[config.mk]
export PLATFORM = sky130hd
export DESIGN_NAME = seg_scan_controller
export DESIGN_NICKNAME = d
export VERILOG_FILES = /design/src/rtl/seg_scan_controller.sv
export SDC_FILE = /design/constraint.sdc
export NUM_CORES = 1
export LEC_CHECK = 0
export BUFFER_PORTS_ARGS = -buffer_cell sky130_fd_sc_hd__buf_2
export CAP_MARGIN = 15
export CELL_PAD_IN_SITES_DETAIL_PLACEMENT = 0
export CELL_PAD_IN_SITES_GLOBAL_PLACEMENT = 2
export CORE_UTILIZATION = 35
export CTS_BUF_LIST = sky130_fd_sc_hd__clkbuf_8 sky130_fd_sc_hd__clkbuf_16
export DETAILED_ROUTE_END_ITERATION = 16
export MAX_ROUTING_LAYER = met4
export PLACE_DENSITY_LB_ADDON = 0.1
export REMOVE_ABC_BUFFERS = 1
export SETUP_SLACK_MARGIN = 0.1
export SLEW_MARGIN = 20
export SYNTH_ARGS = -nofsm -noshare
export SYNTH_HDL_FRONTEND = slang
export SYNTH_SLANG_ARGS = --single-unit
[constraint.sdc]
create_clock -name clk -period 2.6 [get_ports clk]
set_input_delay 0.52 -clock clk [delete_from_list [all_inputs] [get_ports clk]]
set_output_delay 0.52 -clock clk [all_outputs]
set_load 0.01 [all_outputs]
[src/rtl/seg_scan_controller.sv]
// Scan controller for a 4-digit common-anode seven-segment display sharing one decoder.
// Message writes are double-buffered and take effect only at frame boundaries.
module seg_scan_controller #(
   parameter int DIGIT_PERIOD = 50000,
   parameter int BLANK_CYCLES = 16,
   parameter int CNT_WIDTH    = 16
) (
   input  logic        clk,
   input  logic        reset,
   input  logic        en,
   input  logic        wr_en,
   input  logic [15:0] wr_data,
   output logic [3:0]  char,
   output logic [3:0]  an,
   output logic        pending,
   output logic        frame_done
);

   localparam logic [CNT_WIDTH-1:0] CNT_LAST   = CNT_WIDTH'(DIGIT_PERIOD - 1);
   localparam logic [CNT_WIDTH-1:0] CNT_BLANK  = CNT_WIDTH'(BLANK_CYCLES);
   localparam logic [CNT_WIDTH-1:0] CNT_ONE    = CNT_WIDTH'(1);
   localparam logic [15:0]          BLANK_MSG  = 16'hCCCC;
   localparam logic [3:0]           CODE_SPACE = 4'hC;
   localparam logic [3:0]           AN_OFF     = 4'b1111;

   logic [CNT_WIDTH-1:0] cnt;
   logic [CNT_WIDTH-1:0] cnt_next;
   logic [1:0]           idx;
   logic [1:0]           idx_next;
   logic [15:0]          active;
   logic [15:0]          active_next;
   logic [15:0]          shadow;
   logic [15:0]          shadow_next;
   logic                 pending_next;
   logic                 slot_end;
   logic                 boundary;
   logic [3:0]           code_sel;
   logic [3:0]           an_next;
   logic [3:0]           char_next;

   // Next-state values; an/char are derived from them so the outputs stay coherent with cnt/idx.
   always_comb begin
      slot_end     = en && (cnt == CNT_LAST);
      boundary     = slot_end && (idx == 2'd3);
      cnt_next     = cnt;
      idx_next     = idx;
      active_next  = active;
      shadow_next  = shadow;
      pending_next = pending;

      if (en) begin
         cnt_next = slot_end ? '0 : cnt + CNT_ONE;
      end
      if (slot_end) begin
         idx_next = idx + 2'd1;
      end

      // A write landing on the boundary itself bypasses the shadow register.
      if (boundary) begin
         if (wr_en) begin
            active_next = wr_data;
         end else if (pending) begin
            active_next = shadow;
         end
         pending_next = 1'b0;
      end else if (wr_en) begin
         shadow_next  = wr_data;
         pending_next = 1'b1;
      end

      code_sel  = active_next[{idx_next, 2'b00} +: 4];
      an_next   = AN_OFF;
      char_next = CODE_SPACE;
      if (en && (cnt_next >= CNT_BLANK)) begin
         an_next   = ~(4'b0001 << idx_next);
         char_next = (code_sel > CODE_SPACE) ? CODE_SPACE : code_sel;
      end
   end

   always_ff @(posedge clk) begin
      if (reset) begin
         cnt        <= '0;
         idx        <= 2'd0;
         active     <= BLANK_MSG;
         shadow     <= BLANK_MSG;
         pending    <= 1'b0;
         frame_done <= 1'b0;
         an         <= AN_OFF;
         char       <= CODE_SPACE;
      end else begin
         cnt        <= cnt_next;
         idx        <= idx_next;
         active     <= active_next;
         shadow     <= shadow_next;
         pending    <= pending_next;
         frame_done <= boundary;
         an         <= an_next;
         char       <= char_next;
      end
   end

endmodule
==> impl_metrics.csv, run 1 <==
group,metric,value,unit
logic_synthesis,yosys.area.top_type,"dfxtp_1",
grt,track_usage,0.2024,
worst_setup_path,end_kind,"flip-flop",
logic_synthesis,yosys-top-cells-area,"dfxtp_1 40%, nand2_1 6.2%, a21oi_1 5.0%, nor2_1 3.8%, xnor2_1 3.2%",
final_layout,layout_commonest_cell,"dfxtp_1",
timing,hold_viol,0,
clocking,cts-root-buf,"clkbuf_8",
grt,overflow,0,
flow_run,maxCapViolCount,0,
die,die_area,0.008907,mm²
detailed_routing,ant_nets,0,
logic_synthesis,yosysSeqAreaShare,0.4022,
timing,fmaxAchievable,417.9,MHz
worst_setup_path,crit_path_top_delay_cell,"a221o_1",
die,initial_utilization,0.3635,
logic_synthesis,netlist.area_leader.share,0.4022,
worst_setup_path,r2r_end,"char[3]$_SDFF_PP1_",
worst_setup_path,cp-startpoint,"cnt[0]$_SDFF_PP0_",
grt,grt_max_degree,31,
timing,setup_viol_count_final,0,
detailed_routing,drt_wl_total,8049,µm
clocking,hold_buffers,0,
timing,skew,0.008245,ns
power_and_ir_drop,ir_worst_vdd,0.2082,mV
timing,fin_crit,2.393,ns
final_layout,nNetsFinal,423,
timing,fin_crit_sh,0.9203,
die,io_pins,30,
place,gp_congestion,0.8047,
clocking,insertion_delay,0.34,ns
logic_synthesis,ys_warn_count,0,
run_status,outcome,"finished clean",
timing,maxSlewViolCount,0,
die,core,0.008217,mm²
worst_setup_path,worstPathCellList,"ha_2, and4_2, buf_4, and4_1, or3_1, a221o_1, o211a_2, nand3_1",
clocking,htreeDepth,3,
final_layout,area_delta_synth_final,18.27,%
worst_setup_path,crit_arrival,2.66,ns
logic_synthesis,async_flop_share,0,
logic_synthesis,synth_flop_cell,"dfxtp_1",
clocking,cts_setup_buffers,0,
worst_setup_path,worst_path_largest_cell_delay,0.38,ns
worst_setup_path,cp.required,2.87,ns
place,place_area,0.003333,mm²
detailed_routing,first_iter_violations,123,
final_layout,fin_cells,511,
detailed_routing,drc,0,
clocking,cts_made_buffers,9,
power_and_ir_drop,power.density,509.0,mW/mm²
detailed_routing,avgRoutedWirePerCell,15.75,µm
grt,grt_pass1_wl,13200,µm
logic_synthesis,syn_area,0.002987,mm²
timing,relSlewSlack,0.5084,
final_layout,layout-drive-gt1-share,0.2241,
logic_synthesis,syn_inst,362,
logic_synthesis,synth.distinct_cells,58,
clocking,cts_buffer_depth,2,
hold_path,hold_class,"input pin to flip-flop",
die,num_rows,33,
detailed_routing,viasPerCell,5.202,
clocking,cts_tree,"built",
logic_synthesis,avgSynthCellArea,8.250,µm²
worst_setup_path,critPathLaunchType,"flip-flop",
clocking,clk_pin_slew,0.07,ns
worst_setup_path,endpoint,"char[3]$_SDFF_PP1_",
final_layout,final_cell_area,0.003532,mm²
power_and_ir_drop,leakage,1.335,nW
place,place_hpwl,5826,µm
grt,grt_pass1_vias,2629,
grt,antenna_found_initial,0,
final_layout,mostFrequentLayoutCells,"57 x dfxtp_1, 49 x nand2_1, 30 x nor2_1, 30 x a21oi_1, 29 x buf_2",
timing,rsz0062_at_grt,"no",
timing,worstMarginPinSlew,0.7348,ns
worst_setup_path,rr_startpoint,"cnt[0]$_SDFF_PP0_",
final_layout,diodes,0,
die,fp.dieH,94.38,µm
logic_synthesis,ys_seq_elements,60,
worst_setup_path,cp_max_fo,8,
worst_setup_path,reg2reg_depth,8,
place,place_inst,495,
die,fp.dieW,94.38,µm
timing,setup_tns,0,ns
place,pre_cts_ws,0.09632,ns
detailed_routing,dr.pass1.iters,4,
timing,fin_ws,0.2073,ns
worst_setup_path,path_class,"flip-flop to flip-flop",
worst_setup_path,r2r_setup_slack,0.21,ns
logic_synthesis,synth_edf_count,0,
clocking,cts_resized,0,
detailed_routing,routed-via-count,2658,
place,port_buffers,29,
clocking,cts.sink_count,60,
[worst max-delay path: cells and delay by family (launching register included)]
kind / cells / cell delay [ns]
flip-flops: 1 / 0.34
adder cells (fa/ha/maj): 1 / 0.20
AO/OA/AOI/OAI: 2 / 0.71
AND/OR/NAND/NOR: 4 / 0.89
buffers and inverters: 1 / 0.17
[cell families (layout without fill, tap and decap cells)]
logic type | count (synthesis) | count (layout) | synth area share
compound gates | 71 | 71 | 0.1575
xor+xnor | 17 | 17 | 0.04985
fa+ha+maj | 2 | 2 | 0.008377
buf+inv | 32 | 76 | 0.05111
flops | 60 | 60 | 0.4022
mux | 2 | 2 | 0.008796
simple gates | 178 | 178 | 0.3222
[synth_stat cells, types with 4 or more instances]
cell type,instances
dfxtp_1,60
nand2_1,49
a21oi_1,30
nor2_1,30
nand4_1,14
nand2b_1,13
nand3_1,13
xnor2_1,11
clkbuf_1,10
nand3b_1,10
buf_2,9
and2_1,8
inv_1,6
o21ai_0,6
or3_1,6
xor2_1,6
a211oi_1,5
and3_1,5
nor3_1,5
or2_2,5
a22o_1,4
nor4_1,4
[power by group]
group          internal, mW  switching, mW
sequential            0.938         0.0110
clock                 0.361          0.374
combinational        0.0477         0.0659
[final cells by class]
class / instances / area [µm²]
well taps: 105 / 131.4
repair buffers: 54 / 345.3
inverters: 6 / 22.52
clock buffers: 10 / 137.6
flip-flops and latches: 60 / 1205
multi-input cells: 270 / 1658
clock inverters: 6 / 32.53
fillers: 867 / 4684
[state kept, by name, indices dropped and copies added, names as in the netlist]
register and flops:
cnt 16, pending 1, shadow 16, frame_done 1, an 4, idx 2
char 4, active 16
[worst min path at each step]
stage | startpoint | endpoint | slack [ns] | cells past startpoint
floorplan | shadow[15]$_SDFFE_PP1P_ | shadow[15]$_SDFFE_PP1P_ | 0.43 | 2
global placement | shadow[15]$_SDFFE_PP1P_ | shadow[15]$_SDFFE_PP1P_ | 0.45 | 2
detailed placement | shadow[9]$_SDFFE_PP0P_ | shadow[9]$_SDFFE_PP0P_ | 0.45 | 2
CTS | wr_data[14] | shadow[14]$_SDFFE_PP1P_ | 0.40 | 3
global route | wr_data[7] | shadow[7]$_SDFFE_PP1P_ | 0.41 | 3
finish | wr_data[10] | shadow[10]$_SDFFE_PP1P_ | 0.41 | 3
[metal layers]
layer,vias to the layer above,routed length (µm),track usage
li1,1357,-,-
met1,1244,3730,0.2488
met2,46,3923,0.3315
met3,11,279,0.03301
met4,0,116,0.07692
met5,-,0,-
[through the flow]
| step | power [mW] | hold slack [ns] | utilization |
|---|---|---|---|
| floorplan | 1.019 | 0.4279 | - |
| global route | 1.887 | 0.4079 | 0.4299 |
| detailed placement | 1.084 | 0.4520 | 0.4057 |
| CTS | 1.828 | 0.3993 | 0.4264 |
| global placement | 1.084 | 0.4474 | 0.4057 |
| finish | 1.798 | 0.4102 | 0.4299 |
No activity file was read; power rests on OpenSTA's default activity.
==> inputs of run 2 (changes only) <==
==> constraint.sdc (replaced) <==
create_clock -name clk -period 2.6 [get_ports clk]
set_input_delay 0.13 -clock clk [delete_from_list [all_inputs] [get_ports clk]]
set_output_delay 0.13 -clock clk [all_outputs]
set_load 0.01 [all_outputs]
==> run 2 against run 1 <==
Effect of this change:
- flip-flop and latch count unchanged
- sequential share of layout area about the same
- register-to-register slack improved by 0.02 ns
- via count increased by 0.45%
- sequential power about the same
- core utilization decreased by 0.11 points
- count of clock-buffer cells in the layout increased by 1
- critical path depth increased by 1
- first-iteration DRC count decreased by 5.7%
- worst hold slack got worse by 0.39 ns
- die area unchanged
==> impl_metrics.csv, run 2 (synthesis results as in run 1) <==
group,metric,value,unit
worst_setup_path,cp_max_fo,8,
timing,hold_viol,0,
final_layout,layout_commonest_cell,"dfxtp_1",
place,place_inst,487,
timing,fin_ws,0.2256,ns
worst_setup_path,cp-startpoint,"cnt[0]$_SDFF_PP0_",
timing,worstMarginPinSlew,0.6005,ns
worst_setup_path,rr_startpoint,"cnt[0]$_SDFF_PP0_",
detailed_routing,avgRoutedWirePerCell,15.85,µm
place,place_hpwl,5686,µm
final_layout,area_delta_synth_final,17.97,%
grt,antenna_found_initial,0,
power_and_ir_drop,power.density,547.4,mW/mm²
die,io_pins,30,
timing,skew,0.01045,ns
place,port_buffers,29,
final_layout,fin_cells,507,
grt,track_usage,0.2014,
final_layout,diodes,0,
die,fp.dieH,94.38,µm
detailed_routing,drc,0,
clocking,htreeDepth,3,
clocking,insertion_delay,0.34,ns
die,core,0.008217,mm²
grt,grt_pass1_wl,13080,µm
clocking,hold_buffers,0,
grt,overflow,0,
power_and_ir_drop,ir_worst_vdd,0.2219,mV
final_layout,nFillCells,851,
place,gp_congestion,0.8029,
detailed_routing,first_iter_violations,116,
grt,grt_pass1_vias,2572,
run_status,outcome,"finished clean",
detailed_routing,wl_met3,225,µm
detailed_routing,top_layer,"met4",
timing,rsz0062_at_grt,"yes",
die,initial_utilization,0.3635,
worst_setup_path,cp.required,2.81,ns
die,num_rows,33,
detailed_routing,dr.pass1.iters,4,
hold_path,hold_class,"input pin to flip-flop",
detailed_routing,met1Wirelength,3886,µm
die,die_area,0.008907,mm²
final_layout,mostFrequentLayoutCells,"60 x dfxtp_1, 48 x nand2_1, 30 x nor2_1, 30 x a21oi_1, 29 x buf_2",
final_layout,layout-drive-gt1-share,0.2139,
clocking,clk_pin_slew,0.07,ns
place,pre_cts_ws,0.1445,ns
clocking,cts_tree,"built",
clocking,cts.sink_count,60,
detailed_routing,viasPerCell,5.266,
grt,grt_max_degree,22,
worst_setup_path,crit_arrival,2.59,ns
timing,fmaxAchievable,421.2,MHz
clocking,cts-root-buf,"clkbuf_8",
timing,maxSlewViolCount,0,
hold_path,holdCritStartpoint,"wr_data[15]",
detailed_routing,met2_length,3797,µm
worst_setup_path,critPathLaunchType,"flip-flop",
final_layout,nNetsFinal,419,
final_layout,post-route-util,0.4288,
timing,fin_crit,2.374,ns
timing,setup_tns,0,ns
detailed_routing,ant_nets,0,
detailed_routing,routed-via-count,2670,
clocking,cts_made_buffers,9,
clocking,cts_buffer_depth,2,
final_layout,reg_top3,"active x16, cnt x16, shadow x16",
power_and_ir_drop,leakage,1.329,nW
detailed_routing,drt_wl_total,8038,µm
timing,fin_crit_sh,0.9132,
worst_setup_path,end_kind,"flip-flop",
die,fp.dieW,94.38,µm
timing,holdWs,0.01707,ns
timing,setup_viol_count_final,0,
flow_run,maxCapViolCount,0,
worst_setup_path,path_class,"flip-flop to flip-flop",
timing,relSlewSlack,0.5997,
==> run 2: cell types whose count changed in the layout (fill, tap and decap cells not counted), sizes merged <==
cell	delta
bufinv	+1
buf	-4
clkinvlp	-1
clkbuf	+1
inv	-1
==> run 2: metrics by stage <==
| stage | instance area [µm²] | power, mW |
|---|---|---|
| detailed placement | 3261 | 1.080 |
| global placement | 3261 | 1.079 |
| CTS | 3463 | 1.958 |
| global route | 3523 | 2.015 |
| finish | 3523 | 1.929 |
| floorplan | 2856 | 1.019 |
==> run 2: worst max-delay path, cell delays in order, from the launching register on <==
cell	delay [ns]
dfxtp_1	0.34
ha_1	0.23
and4_2	0.28
buf_4	0.17
and4_1	0.21
or3_1	0.31
a221o_1	0.36
o211ai_1	0.17
buf_4	0.15
a211oi_1	0.04
==> run 2: cell type report <==
cell class / count / area [µm²] / area share
Multi-Input combinational cell: 270 / 1663 / 0.4719
Sequential cell: 60 / 1201 / 0.3409
Timing Repair Buffer: 50 / 302.8 / 0.08594
Clock buffer: 11 / 151.4 / 0.04297
Tap cell: 105 / 131.4 / 0.03729
Clock inverter: 5 / 51.30 / 0.01456
Inverter: 6 / 22.52 / 0.006392
==> run 2: report_power, final <==
part           internal (mW)  switching, mW  total, mW
Combinational         0.0425         0.0672      0.110
Clock                  0.488          0.382      0.870
Sequential             0.938         0.0108      0.949
Total                   1.47          0.460       1.93
==> run 2: final timing paths <==
| kind | cells past startpoint | slack (ns) | end |
|---|---|---|---|
| setup / recovery | 9 | 0.23 | char[1]$_SDFF_PP0_ |
| hold / removal | 3 | 0.02 | shadow[15]$_SDFFE_PP1P_ |
| setup reg to reg | 9 | 0.23 | char[1]$_SDFF_PP0_ |
| hold reg to reg | 2 | 0.46 | shadow[12]$_SDFFE_PP0P_ |
==> run 2: timing repair <==
action                                  4_1_cts  5_1_grt
setup buffers                                 0        4
endpoints found under the setup margin        0        5
gates resized for setup                       0        9
==> run 2: metal layers <==
metal  up-vias  track usage
met1      1271       0.2431
li1       1348            -
met2        37       0.3291
met4         0      0.07179
met3        14      0.04428
met5         -            -
